File: src/rtl/crypt_seq_pkg.sv
// Purpose : shared types for the crypt round sequencer (permutation modes, FSM states).
// Latency : n/a (types and a pure function only).
// Backpressure : n/a.
package crypt_seq_pkg;

   // Permutation mode as driven on {k1,k0}.
   typedef enum logic [1:0] {
      PM_OUT_R = 2'b00,   // outside-right
      PM_IN_R  = 2'b01,   // inside-right
      PM_IN_L  = 2'b10,   // inside-left
      PM_OUT_L = 2'b11    // outside-left
   } perm_mode_e;

   typedef enum logic [1:0] {
      S_IDLE = 2'b00,
      S_RUN  = 2'b01,
      S_DONE = 2'b10
   } seq_state_e;

   // Inverse permutation of a mode: bitwise complement swaps 00<->11 and 01<->10.
   function automatic perm_mode_e inv_mode(input perm_mode_e m);
      return perm_mode_e'(~m);
   endfunction

endpackage

File: src/rtl/crypt_key_shifter.sv
// Purpose : round-key register that hands out one 2-bit key pair per round.
// Latency : pair is combinational; on load it reflects load_key directly, else the register.
// Backpressure : none; shifts only when the sequencer asks.
// Ports:
//   clk, reset_n      clock, async active-low reset (register clears to 0)
//   clear             synchronous clear (abort)
//   load, load_key    capture a new key; the first pair is consumed on the same edge
//   shift             consume the current pair
//   left              1: pairs taken MSB-first (shift left), 0: LSB-first (shift right)
//   pair              the pair for the round being issued now
module crypt_key_shifter #(
   parameter int KEY_W = 16
) (
   input  logic             clk,
   input  logic             reset_n,
   input  logic             clear,
   input  logic             load,
   input  logic             shift,
   input  logic             left,
   input  logic [KEY_W-1:0] load_key,
   output logic [1:0]       pair
);

   logic [KEY_W-1:0] key_q;
   logic [KEY_W-1:0] src;

   // The register only holds pairs not yet issued: the load edge already
   // issues pair 0, so the stored value is the key with that pair shifted out.
   assign src  = load ? load_key : key_q;
   assign pair = left ? src[KEY_W-1 -: 2] : src[1:0];

   always_ff @(posedge clk or negedge reset_n) begin
      if (!reset_n) begin
         key_q <= '0;
      end else if (clear) begin
         key_q <= '0;
      end else if (load || shift) begin
         key_q <= left ? (src << 2) : (src >> 2);
      end
   end

endmodule

File: src/rtl/crypt_round_sequencer.sv
// Purpose : issues one stage enable per round with that round's permutation mode, then a done handshake.
// Latency : start accepted at edge T -> stage_en cycles T+1..T+NUM_ROUNDS -> done_valid from T+NUM_ROUNDS+1.
// Backpressure : start_ready only in IDLE; done_valid held until done_ready; abort cancels from any state.
// Ports:
//   clk, reset_n                     clock, async active-low reset
//   start_valid/start_ready          start handshake, start_key/start_dec sampled on it
//   abort                            synchronous cancel, highest priority
//   stage_en, k0, k1, round_idx      per-round outputs (registered)
//   busy                             high in RUN or DONE
//   done_valid/done_ready            completion handshake
// Optional: define CRYPT_SEQ_DECRYPT_EN to honour start_dec (MSB-first, inverted pairs).
module crypt_round_sequencer
   import crypt_seq_pkg::*;
#(
   parameter  int NUM_ROUNDS = 8,
   localparam int KEY_W      = 2 * NUM_ROUNDS,
   localparam int CNT_W      = (NUM_ROUNDS > 1) ? $clog2(NUM_ROUNDS) : 1
) (
   input  logic             clk,
   input  logic             reset_n,
   input  logic             start_valid,
   output logic             start_ready,
   input  logic [KEY_W-1:0] start_key,
   input  logic             start_dec,
   input  logic             abort,
   output logic             stage_en,
   output logic             k0,
   output logic             k1,
   output logic [CNT_W-1:0] round_idx,
   output logic             busy,
   output logic             done_valid,
   input  logic             done_ready
);

   localparam logic [CNT_W-1:0] LAST_ROUND = CNT_W'(NUM_ROUNDS - 1);

   seq_state_e       state_q, state_d;
   perm_mode_e       mode_q, mode_d;
   logic             stage_en_d;
   logic [CNT_W-1:0] round_d;
   logic             busy_d;
   logic             done_d;
   logic             key_load;
   logic             key_shift;
   logic             key_clear;
   logic             dir_left;
   logic [1:0]       pair;
   perm_mode_e       issue_mode;

   assign start_ready = (state_q == S_IDLE);
   assign k0          = mode_q[0];
   assign k1          = mode_q[1];

`ifdef CRYPT_SEQ_DECRYPT_EN
   logic dec_q;

   // On the start edge the direction comes straight from the request; after
   // that it comes from the latched copy.
   assign dir_left = (state_q == S_IDLE) ? start_dec : dec_q;

   always_ff @(posedge clk or negedge reset_n) begin
      if (!reset_n) begin
         dec_q <= 1'b0;
      end else if (abort) begin
         dec_q <= 1'b0;
      end else if (start_valid && start_ready) begin
         dec_q <= start_dec;
      end
   end
`else
   logic unused_start_dec;
   assign unused_start_dec = start_dec;
   assign dir_left         = 1'b0;
`endif

   assign issue_mode = dir_left ? inv_mode(perm_mode_e'(pair)) : perm_mode_e'(pair);

   crypt_key_shifter #(
      .KEY_W(KEY_W)
   ) u_key_shifter (
      .clk      (clk),
      .reset_n  (reset_n),
      .clear    (key_clear),
      .load     (key_load),
      .shift    (key_shift),
      .left     (dir_left),
      .load_key (start_key),
      .pair     (pair)
   );

   always_comb begin
      state_d    = state_q;
      mode_d     = PM_OUT_R;
      stage_en_d = 1'b0;
      round_d    = round_idx;
      busy_d     = busy;
      done_d     = done_valid;
      key_load   = 1'b0;
      key_shift  = 1'b0;
      key_clear  = 1'b0;

      case (state_q)
         S_IDLE: begin
            if (start_valid) begin
               state_d    = S_RUN;
               stage_en_d = 1'b1;
               mode_d     = issue_mode;
               round_d    = '0;
               busy_d     = 1'b1;
               key_load   = 1'b1;
            end
         end
         S_RUN: begin
            if (round_idx == LAST_ROUND) begin
               state_d = S_DONE;
               done_d  = 1'b1;
            end else begin
               stage_en_d = 1'b1;
               mode_d     = issue_mode;
               round_d    = round_idx + CNT_W'(1);
               key_shift  = 1'b1;
            end
         end
         S_DONE: begin
            if (done_ready) begin
               state_d = S_IDLE;
               done_d  = 1'b0;
               busy_d  = 1'b0;
            end
         end
         default: begin
            state_d = S_IDLE;
            busy_d  = 1'b0;
            done_d  = 1'b0;
         end
      endcase

      // Abort wins over start and done_ready and leaves everything as after reset.
      if (abort) begin
         state_d    = S_IDLE;
         mode_d     = PM_OUT_R;
         stage_en_d = 1'b0;
         round_d    = '0;
         busy_d     = 1'b0;
         done_d     = 1'b0;
         key_load   = 1'b0;
         key_shift  = 1'b0;
         key_clear  = 1'b1;
      end
   end

   always_ff @(posedge clk or negedge reset_n) begin
      if (!reset_n) begin
         state_q    <= S_IDLE;
         mode_q     <= PM_OUT_R;
         stage_en   <= 1'b0;
         round_idx  <= '0;
         busy       <= 1'b0;
         done_valid <= 1'b0;
      end else begin
         state_q    <= state_d;
         mode_q     <= mode_d;
         stage_en   <= stage_en_d;
         round_idx  <= round_d;
         busy       <= busy_d;
         done_valid <= done_d;
      end
   end

endmodule

File: config.mk
export PLATFORM = sky130hd
export DESIGN_NAME = crypt_round_sequencer
export DESIGN_NICKNAME = d
export VERILOG_FILES = /design/src/rtl/crypt_seq_pkg.sv /design/src/rtl/crypt_key_shifter.sv /design/src/rtl/crypt_round_sequencer.sv
export SDC_FILE = /design/constraint.sdc
export NUM_CORES = 1
export LEC_CHECK = 0
export ABC_AREA = 1
export CORE_MARGIN = 8
export CORE_UTILIZATION = 48
export CTS_CLUSTER_SIZE = 40
export DETAILED_ROUTE_END_ITERATION = 10
export GPL_ROUTABILITY_DRIVEN = 1
export HOLD_SLACK_MARGIN = 0.1
export PLACE_DENSITY = 0.82
export SLEW_MARGIN = 40
export SYNTH_ARGS = -nofsm -noshare
export SYNTH_HDL_FRONTEND = slang
export SYNTH_SLANG_ARGS = --single-unit
File: constraint.sdc
create_clock -name clk -period 1.9 [get_ports clk]
set_clock_uncertainty 0.05 [all_clocks]
set_input_delay 0.285 -clock clk [delete_from_list [all_inputs] [get_ports clk]]
set_output_delay 0.285 -clock clk [all_outputs]
set_load 0.005 [all_outputs]
Word level (Yosys, flattened, before mapping):

Index checks and enable logic that the tools add are counted.
Widths: inputs -> output; s select.

* register bits after elaboration: 26
* logic and storage cells: 57
* input port bits: 22

* reductions and logical operators: 8
* equality and inequality tests: 9
* add/sub/neg operators: 1
* multiplexer cells: 32

Operators by type and width (number)
* $mux 16: 3
* $mux 2: 7
* $mux 1: 13
* $reduce_and 3->1: 4
* $mux 3: 3
* $ne 3x3->1 const B: 3
* $pmux 1 s3: 2
* $pmux 2 s3: 1
* $pmux 3 s2: 1
* $pmux 2 s2: 1
* $add 3x1->3 const B: 1
* $eq 3x3->1 const B: 1
* $ne 3x2->1 const B: 1
* $reduce_bool 3->1: 1
* $eq 2x1->1 const B: 1
* $eq 2x2->1 const B: 1
* $logic_not 2->1: 1
* $ne 2x1->1 const B: 1
* $ne 2x2->1 const B: 1
* $pmux 1 s2: 1
* $reduce_bool 2->1: 1
* $logic_or 1x1->1: 1

Longest topological paths before layout:

* depth after elaboration: 7
* gate-level depth with buffers: 8

By module:

From an unflattened synthesis, not the netlist that was laid out.

* cell total of the unflattened synthesis: 203
* area total of the unflattened synthesis: 1480.2 um^2

Modules (own cells, without submodules)
* crypt_key_shifter: times used 1, sequential area each 400.4 um^2, cells an instance 143, area each 991.0 um^2
* crypt_round_sequencer: times used 1, sequential area each 250.2 um^2, cells an instance 60, area each 489.2 um^2

Worst setup path before layout:

No wires, ideal clock.

* path type: register -> register
* start point: register round_idx[0]
* end point: register round_idx[0]
* slack: 0.391 ns
* period minus slack after synthesis: 1.509 ns
* data required time: 1.733 ns
* path buffers: 1
* setup time: 0.117 ns
* stages on the path, launching flop included: 8
* arrival time: 1.342 ns
* path through: dfrtp_1 -> ha_1 -> ha_1 -> a21oi_1 -> nand2_1 -> buf_4 -> nand3_1 -> nand2_1

* longest elaborated chain between the ends: 4

Ends and longest elaborated chain
* from (decl): RTL line crypt_round_sequencer.sv:29 `output logic [CNT_W-1:0] round_idx,`
* from (signal assigned): RTL line crypt_round_sequencer.sv:164 `round_idx <= round_d;`
* $add 3x1->3: RTL line crypt_round_sequencer.sv:120 `round_d = round_idx + CNT_W'(1);`
* $mux 3: RTL line crypt_round_sequencer.sv:114 `if (round_idx == LAST_ROUND) begin`
* $pmux 3 s2: RTL line crypt_round_sequencer.sv:102 `case (state_q)`
* $mux 3: RTL line crypt_round_sequencer.sv:139 `if (abort) begin`

Several ways; a longest one is shown, not always the timed one. The select of a mux whose other input is x is not followed.
A chain may end at the register's enable or synchronous reset.

Worst setup path after layout:

* start point: register state_q[1]
* end point: output start_ready

* longest elaborated chain between the ends: 1

Ends and longest elaborated chain
* from (decl): RTL line crypt_round_sequencer.sv:37 `seq_state_e state_q, state_d;`
* from (signal assigned): RTL line crypt_round_sequencer.sv:161 `state_q <= state_d;`
* $logic_not 2->1: RTL line crypt_round_sequencer.sv:50 `assign start_ready = (state_q == S_IDLE);`
* to (decl): RTL line crypt_round_sequencer.sv:22 `output logic start_ready,`

No other way between the ends.

==> out/metrics.yaml <==
status:
  status: "finished clean"
global_route:
  grt_pass1_wl_mm: 5.00
  grt_max_degree: 25
  overflow: 0
  grt_usage: 0.140
  antenna_found_initial: 0
  grt_pass1_vias: 1068
logic_synthesis:
  ys_types: 18
  synth_nets: 186
  syn_area_sq_mm: 0.00125
  ys_seq_area_frac: 0.479
  post_synth_main_area_contributors: "dfrtp_1 48%, nand2_1 20%, nand3_1 8.8%"
  yosys.area.top_type: "dfrtp_1"
  synth_seq_cells: 24
  synth_cells: 162
  synth_top_area_share: 0.479
  avgSynthCellArea_sq_um: 7.74
  synth_warnings: 0
timing:
  fin_crit_ps: 1780
  fin_crit_sh: 0.935
  max_freq_mhz: 563
  hold_viol: 0
  finalSetupTns_ps: 0
  drv_slew: 0
  relSlewSlack: 0.790
  setup_viol: 0
  rsz0062_at_grt: "no"
  worst_pin_slew_ps: 315
  setup_ws_ps: 123
setup_path:
  cp.required_ps: 1560
  cpPeakStageDelay_ps: 510
  ff2ff_path_depth: 7
  crit_path_end_kind: "output pin"
  cp_slowest_cell: "clkdlybuf4s50_1"
  worst-path-max-fanout: 6
  cp_cell_sequence: "nor2_4 -> clkdlybuf4s50_1"
  cp.arrival_ps: 1440
  start_kind: "flip-flop"
  critical_path_class: "reg2out"
final_layout:
  n_antenna_cell: 0
  area_growth_pct: 27.0
  layout_commonest_cell: "nand2_1"
  layout.nets: 218
  final_cell_mix: "67 x nand2_1, 29 x clkdlybuf4s50_1, 24 x dfrtp_1, 22 x nand3_1, 12 x nand4_1"
  postLayoutCoreUtil: 0.643
  drive_above_1_share: 0.0729
routing:
  final_antenna_net_count: 0
  first_pass_iters: 4
  drc: 0
  drt_iter0_drc: 135
  post_drt_wl_per_cell_um: 13.6
  num_vias: 1202
  routed_wl_mm: 3.02
  viasPerCell: 5.41
cts:
  cts_setup_buffers: 0
  root_buffer: "clkbuf_4"
  h-tree-depth: 1
  clkSinkCount: 24
  clk_pin_slew_ps: 130
  cts_hold_buf: 0
  clockBufferDepth: 2
  cts_buffers: 3
  clkLatencyLatePin_ps: 310
  tritoncts: "yes"
  cts_resized: 0
flow_run:
  drv_cap: 0
placement:
  port_buffers: 29
  gp_congestion: 0.835
  hpwl_mm: 2.17
  dp_slack_ps: 223
floorplan:
  die_h_um: 67.1
  die_w_um: 67.1
  ios: 31
  core-area_sq_mm: 0.00248
  start_util: 0.506
  row_count: 18
  die_area_sq_mm: 0.00450
power:
  totalPowerFinal_uw: 966
  power.leakage_uw: 0.000868
  irDropWorstVdd_mv: 0.436
  powerDensity_mw_per_mm2: 606
hold_path:
  hp-class: "in2async"
## synthesized netlist by cell type
cell and n:
o21ai_1 1, buf_6 2, buf_1 1, nor2_1 7, nand3_1 22, nor2_4 1, ha_1 2, o211ai_1 1
nand4_1 12, dfrtp_1 24, buf_2 3, a21oi_1 1, nand3_4 1, inv_2 2, inv_1 10, buf_4 3
o21ai_0 2, nand2_1 67
## final timing paths
kind | from | end | slack (ps)
setup / recovery | state_q[1] | start_ready | 120
hold / removal | reset_n | u_key_shifter.key_q[0] | 270
min in group clk | start_key[14] | u_key_shifter.key_q[12] | 450
hold reg to reg | done_valid | done_valid | 460
max in group asynchronous | reset_n | u_key_shifter.key_q[8] | 1290
setup reg to reg | round_idx[0] | mode_q[1] | 230
## cells by family after synthesis
family          count (synthesis)  share of synthesized area
simple gates                  110                      0.392
flops                          24                      0.479
buf+inv                        21                     0.0868
compound gates                  5                     0.0220
fa+ha+maj                       2                     0.0200
## per-layer routing
metal  vias up  share of wire  GRT usage
li1        583              -          -
met3         2          0.059     0.0268
met5         -              0          0
met4         0         0.0056     0.0392
met1       580           0.43      0.185
met2        37           0.50      0.228
## registers in the layout, summed over array words and instances (netlist names)
signal	cells
mode_q	2
stage_en	1
done_valid	1
busy	1
u_key_shifter.key_q	14
round_idx	3
state_q	2
## through the flow
step,hold slack (ps),area (sq um),instances
after floorplan,-60.6,1250,162
after global placement,408,1570,219
after detailed placement,427,1570,219
after CTS,273,1590,222
after global routing,300,1590,222
final,266,1590,222
## where the power goes
part	internal [uW]	switching [uW]
registers	537	16.8
clock network	74.0	148
logic	92.5	97.8
total	704	262
## critical path, delay by kind of cell (launching register included)
| kind | cells | cell delay, ps |
|---|---|---|
| buffers and inverters | 1 | 510 |
| DFF | 1 | 490 |
| and+or+nand+nor | 1 | 130 |
## layout make-up
cell class                 count  area, sq um
inverter                      12         45.0
timing repair buffer          36          343
clock buffer                   3         22.5
sequential                    24          601
fill                         225          885
multi-input combinational    117          544
tap                           30         37.5
Power figures use the tool's default switching activity.
